**src/rtl/pc_source_unit.sv**
```systemverilog
// pc_source_unit: selects and holds the PC, captures the EPC, and fetches the exception handler PC from a vector table
module pc_source_unit #(
   parameter int WIDTH = 32,
   parameter int NSRC = 4,
   parameter logic [WIDTH-1:0] RESET_PC = '0,
   parameter logic [WIDTH-1:0] EPC_OFFSET = WIDTH'(4),
   parameter logic [WIDTH-1:0] VEC_BASE = WIDTH'(253),
   parameter int MEM_LAT = 1,
   localparam int SEL_W = $clog2(NSRC + 1)
) (
   input  logic                  clk,
   input  logic                  reset,
   input  logic [SEL_W-1:0]      pc_sel,
   input  logic [NSRC*WIDTH-1:0] src_bus,
   input  logic                  pc_write,
   input  logic                  pc_write_cond,
   input  logic                  cond_true,
   input  logic                  exc_req,
   input  logic [1:0]            exc_cause,
   input  logic [7:0]            mem_rdata,
   output logic [WIDTH-1:0]      pc_out,
   output logic [WIDTH-1:0]      epc_out,
   output logic                  mem_req,
   output logic [WIDTH-1:0]      mem_addr,
   output logic                  busy,
   output logic                  exc_ack,
   output logic                  sel_err
);
   localparam int CW = $clog2(MEM_LAT + 1);
   typedef enum logic [1:0] {IDLE, FETCH, WAIT} state_t;
   state_t state;
   logic [CW-1:0] cnt;
   logic [WIDTH-1:0] sel_pc;
   logic load;
   logic [1:0] cause_n;
   assign load = pc_write | (pc_write_cond & cond_true);
   assign cause_n = (exc_cause == 2'd3) ? 2'd0 : exc_cause;
   assign busy = state != IDLE;
   // selects above NSRC never reach sel_pc; they are trapped as sel_err
   always_comb begin
      sel_pc = epc_out;
      for (int i = 0; i < NSRC; i++)
         if (pc_sel == SEL_W'(i)) sel_pc = src_bus[i*WIDTH +: WIDTH];
   end
   always_ff @(posedge clk) begin
      if (reset) begin
         state    <= IDLE;
         pc_out   <= RESET_PC;
         epc_out  <= '0;
         cnt      <= '0;
         mem_req  <= 1'b0;
         mem_addr <= '0;
         exc_ack  <= 1'b0;
         sel_err  <= 1'b0;
      end else begin
         exc_ack  <= 1'b0;
         sel_err  <= 1'b0;
         mem_req  <= 1'b0;
         mem_addr <= '0;
         case (state)
            IDLE: begin
               if (exc_req) begin
                  epc_out  <= pc_out - EPC_OFFSET;
                  mem_req  <= 1'b1;
                  mem_addr <= VEC_BASE + WIDTH'(cause_n);
                  state    <= FETCH;
               end else if (load) begin
                  if (pc_sel > SEL_W'(NSRC)) sel_err <= 1'b1;
                  else pc_out <= sel_pc;
               end
            end
            FETCH: begin
               cnt   <= CW'(MEM_LAT - 1);
               state <= WAIT;
            end
            WAIT: begin
               if (cnt == '0) begin
                  pc_out  <= WIDTH'(mem_rdata);
                  exc_ack <= 1'b1;
                  state   <= IDLE;
               end else cnt <= cnt - CW'(1);
            end
            default: state <= IDLE;
         endcase
      end
   end
endmodule

```
**config.mk**
```make
export PLATFORM = sky130hd
export DESIGN_NAME = pc_source_unit
export DESIGN_NICKNAME = d
export VERILOG_FILES = /design/src/rtl/pc_source_unit.sv
export SDC_FILE = /design/constraint.sdc
export NUM_CORES = 1
export LEC_CHECK = 0
export ABC_AREA = 1
export CELL_PAD_IN_SITES_DETAIL_PLACEMENT = 0
export CELL_PAD_IN_SITES_GLOBAL_PLACEMENT = 1
export CORE_MARGIN = 2
export CORE_UTILIZATION = 29
export DETAILED_ROUTE_END_ITERATION = 7
export PLACE_DENSITY = 0.95
export SYNTH_ARGS = -nofsm -noshare
export SYNTH_HDL_FRONTEND = slang
export SYNTH_SLANG_ARGS = --single-unit
```
**constraint.sdc**
```tcl
create_clock -name clk -period 2.6 [get_ports clk]
set_input_delay 0.78 -clock clk [delete_from_list [all_inputs] [get_ports clk]]
set_output_delay 0.78 -clock clk [all_outputs]
set_load 0.02 [all_outputs]
```
# Yosys cells after proc, flatten, opt, wreduce, memory -nomap -nowiden
# Cells that the tools add are included.
# classes
add_sub_neg,3
magnitude_cmp,1
eq_ne,11
mux,18
bitwise_logic,6
n_reduce_logical,12
# ops
cell,count
$mux 32,8
$pmux 32 s2,1
$sub 32x3->32 const B,1
$ne 2x2->1 const B,5
$add 8x2->9 const A,1
$eq 3x2->1 const B,2
$mux 2,3
$pmux 2 s3,1
$reduce_bool 2->1,3
$reduce_and 5->1,1
$eq 2x2->1 const B,2
$mux 1,4
$not 1->1,4
$reduce_and 2->1,2
$reduce_or 2->1,2
$reduce_or 4->1,1
$eq 3x1->1 const B,1
$gt 3x3->1 const B,1
$logic_not 3->1,1
$reduce_or 3->1,1
$eq 2x1->1 const B,1
$logic_not 2->1,1
$pmux 1 s2,1
$and 1x1->1,1
other kinds (2),2
# totals
ff_bits,102
inputBits,147
output_inout_bits,100

# Depth between registers and ports, before layout
# Gate-level depths: netlist (run 1).
# depth
depth_word,9
mapped_depth,10
ltp_nobuf,10

# Least setup slack after synthesis (run 1)
# Ideal clock, no wire load.
# synth_path
path_kind,input to register
startpoint,in pc_sel[1]
endpoint,reg pc_out[17]
setup_ps,142
t_arrival_ps,1643
t_required_ps,2458
path_slack_ps,815
path_stages,9
n_path_buf,2
cell_sequence,inv_1 buf_6 nor3_4 inv_2 clkbuf_1 nor2_1 nor2_1 nand2_1 a21oi_2
# synth_via
elab_chain_len,9
word_cells_on_any_way,15
cone_classes,order compare: 1; eq/ne: 4; mux: 8; reduce/logical: 2
# synth_rtl
element,line,text
from (decl),13,"input logic [SEL_W-1:0] pc_sel,"
$logic_not 3->1,43,if (pc_sel == SEL_W'(i)) sel_pc = src_bus[i*WIDTH +: WIDTH];
$mux 32 (4 in a row),43,
$mux 32,68,if (pc_sel > SEL_W'(NSRC)) sel_err <= 1'b1;
$mux 32,67,end else if (load) begin
$mux 32,62,if (exc_req) begin
$pmux 32 s2,60,case (state)
to (signal assigned),69,else pc_out <= sel_pc;
to (signal assigned),78,pc_out <= WIDTH'(mem_rdata);
to (decl),21,"output logic [WIDTH-1:0] pc_out,"
# Several ways; a longest one is shown, not always the timed one. The select of a mux whose other input is x is not followed.
# A chain may end at the register's enable or synchronous reset.

# Final worst setup path (run 1)
# layout_path
startpoint,reg pc_out[5]
endpoint,out pc_out[5]
# No word-level cell between the ends.

==> reports/results.txt, run 1 <==
Final GP Congestion = 0.938
Main flop type after synthesis = dfxtp_1
Crit end category = output port
Later-pin clock latency in the skew report = 0.34 ns
Final Hold Fails = 0
Pleak = 0.00367 uW
Crit path cell chain = clkdlybuf4s50_1
Core Area = 0.0178 mm^2
Critical path's top delay family = buffers and inverters
Final antenna-violating net count = 0
Clk slew on worst S/H paths = 0.06 ns
Worst path arrival time = 1.48 ns
Post-CTS sizing = 0
Share of layout cells above drive strength 1 = 0.0762
Worst hold-check path type = reg -> reg
# H-tree levels = 3
Die Y = 139 um
Comb power frac = 0.374
Gr ovfl total = 0
Outcome = finished clean
Syn Inst Count = 873
Commonest non-fill, non-tap cells in the layout = nand2_1, clkdlybuf4s50_1, nor2_1, nand3_1, dfxtp_1
Setup bufs post-CTS = 0
GRT Overall Usage = 0.210
Fmax = 0.442 GHz
First-pass GRT wire length = 32100 um
RSZ-0062 raised after global routing = false
Vias per cell = 4.71
Pwr dens = 493 mW/mm^2
WS Path Type = reg -> out
YS warnings = 0
First DRT Iteration DRCs = 347
Residual DRC count = 0
Vias after detailed routing = 6210
Register bit total from synthesis = 73
Initial Util = 0.294
Fin crit share = 0.870
Max Slew Vio Count = 0
Max-cap violation count = 0
Initial antenna violation count = 0
EDFF count, synth = 0
Number of top-level pins = 247
Total CTS buffers = 9
Number of global-route vias before repair = 5964
Post-Route Setup TNS = 0 ns
CTS Hold Bufs = 0
CP bufs+invs = 1
Core Util, Final = 0.448
Floorplan row count = 49
Critical Path Source Type = flop
Flop pwr share = 0.336
Mean Syn Cell Area = 6.01 um^2
DRT Wirelength = 20500 um
Clock skew = 0.00436 ns
Sw Pwr = 1410 uW
Switching power share of the total = 0.357
Register area share after synthesis = 0.278
Wirelength per Cell = 15.5 um
Area of the multi-input gates = 0.00312 mm^2
Root Buffer Master = clkbuf_16
Fill cells = 1838
Drt pass-1 iters = 7
Worst VDD drop = 376 uV
Syn Std Cell Area = 0.00525 mm^2
Clock Power Share = 0.290
# diodes = 0
Full die area = 0.0192 mm^2
Max FO, Critical Path = 6
TritonCTS clock tree = yes
Minimum clock period = 2.26 ns
Area Overhead vs Synth = 52.4%
Clock buffer depth = 2
CP max stage cell = clkdlybuf4s50_1
Sequential cell area = 0.00146 mm^2
Final nets = 1234
Width of the chip = 139 um
FFs w/ async S/R, synth = 0
Worst Path Required = 1.82 ns
P_int = 2540 uW
Worst path max stage delay = 0.66 ns
Most common cell after layout, fill and taps aside = nand2_1
Clock sinks = 73
PortBufs = 223
Largest net degree at the start of global routing = 34
DP HPWL = 15900 um
Synth unique cells = 36
# setup viols final = 0
metal layers:
metal | global-route usage | wire [um]
met2 | 0.369 | 10000
met5 | 0 | 0
met1 | 0.254 | 8610
met4 | 0.0569 | 383
met3 | 0.0540 | 1430
logic make-up after synthesis:
| kind of cell | after synthesis | synth area share |
|---|---|---|
| other | 1 | 0.000715 |
| XOR/XNOR | 11 | 0.0184 |
| flip-flops | 73 | 0.278 |
| AND/OR/NAND/NOR | 520 | 0.424 |
| adder cells (fa/ha/maj) | 3 | 0.00715 |
| buffers and inverters | 146 | 0.143 |
| AO/OA/AOI/OAI | 119 | 0.129 |
per-stage QoR:
step           std cells  total power (uW)  area (um^2)  hold WS [ns]  worst slack (ns)
6_report            1318              3940         8000         0.470             0.338
3_3_place_gp        1302              2810         7730         0.458            0.0985
3_5_place_dp        1302              2820         7730         0.464            0.0750
2_1_floorplan        895              2170         5330         0.443             0.815
5_1_grt             1318              4180         8000         0.500             0.280
4_1_cts             1318              3970         8000         0.475             0.314
power groups by stage:
stage	sequential (uW)	clock (uW)	combinational, uW
2_1_floorplan	1420	0	750
3_5_place_dp	1350	0	1480
4_1_cts	1320	1170	1480
6_report	1320	1140	1480
3_3_place_gp	1350	0	1470
5_1_grt	1340	1210	1630
worst reg2reg max path, cell delays in order (launching register included):
cell and delay [ns]:
dfxtp_1 0.35, inv_1 0.23, ha_1 0.23, nand2_1 0.15, nor2_1 0.31, nand2_1 0.18
xnor2_1 0.15, o21ai_0 0.16, inv_1 0.05
layout make-up:
| cell class | instances | share of cell area |
|---|---|---|
| clock buffers | 10 | 0.0286 |
| clock inverters | 6 | 0.00438 |
| inverters | 72 | 0.0338 |
| multi-input cells | 676 | 0.390 |
| flip-flops and latches | 73 | 0.183 |
| well taps | 229 | 0.0358 |
| repair buffers | 252 | 0.324 |
Yosys cell counts (2+ instances only):
master / n / area (um^2)
xnor2_1: 9 / 78.8
dfxtp_1: 73 / 1460
buf_2: 18 / 90.1
clkbuf_1: 16 / 60.1
nand3_1: 110 / 551
inv_1: 68 / 255
nand2_1: 231 / 867
a31oi_1: 3 / 18.8
buf_6: 8 / 90.1
ha_1: 3 / 37.5
or2_0: 9 / 56.3
nor2_1: 138 / 518
o211ai_1: 5 / 37.5
nand2_2: 2 / 12.5
buf_4: 32 / 240
nand3b_1: 2 / 15.0
or2_2: 15 / 93.8
a21oi_2: 11 / 96.3
a21o_1: 5 / 37.5
inv_2: 4 / 15.0
nand4_1: 2 / 12.5
a21oi_1: 56 / 280
o21ai_0: 36 / 180
xor2_1: 2 / 17.5
nor3_1: 4 / 20.0
final timing paths:
kind              startpoint           to  slack, ns  depth (start not counted)
setup reg to reg   pc_out[2]  epc_out[16]       0.68                          8
hold / removal      state[1]     state[1]       0.47                          1
hold reg to reg     state[1]     state[1]       0.47                          1
setup / recovery   pc_out[5]    pc_out[5]       0.34                          1
state kept, by name, indices dropped and copies added (netlist names):
signal,count
sel_err,1
exc_ack,1
mem_addr,4
mem_req,1
state,2
pc_out,32
epc_out,32
No activity file was read; power rests on OpenSTA's default activity.
==> inputs of run 2 (changes only) <==
--- a/config.mk
+++ b/config.mk
@@ -6,6 +6,7 @@
 export NUM_CORES = 1
 export LEC_CHECK = 0
 export ABC_AREA = 1
+export CAP_MARGIN = 0
 export CELL_PAD_IN_SITES_DETAIL_PLACEMENT = 0
 export CELL_PAD_IN_SITES_GLOBAL_PLACEMENT = 1
 export CORE_MARGIN = 2
==> results of run 2 <==
Final layout, timing and power as in run 1 (identical DEF).
==> inputs of run 3 (changes only) <==
==> constraint.sdc (replaced) <==
create_clock -name clk -period 2.6 [get_ports clk]
set_input_delay 0.78 -clock clk [delete_from_list [all_inputs] [get_ports clk]]
set_output_delay 0.78 -clock clk [all_outputs]
set_load 0.05 [all_outputs]
==> results of run 3 <==
The final DEF is identical to that of run 1. Status: finished clean.
Among the figures that moved: setup slack after layout 0.338 ns -> 0.138 ns; total power 3940 uW -> 4210 uW
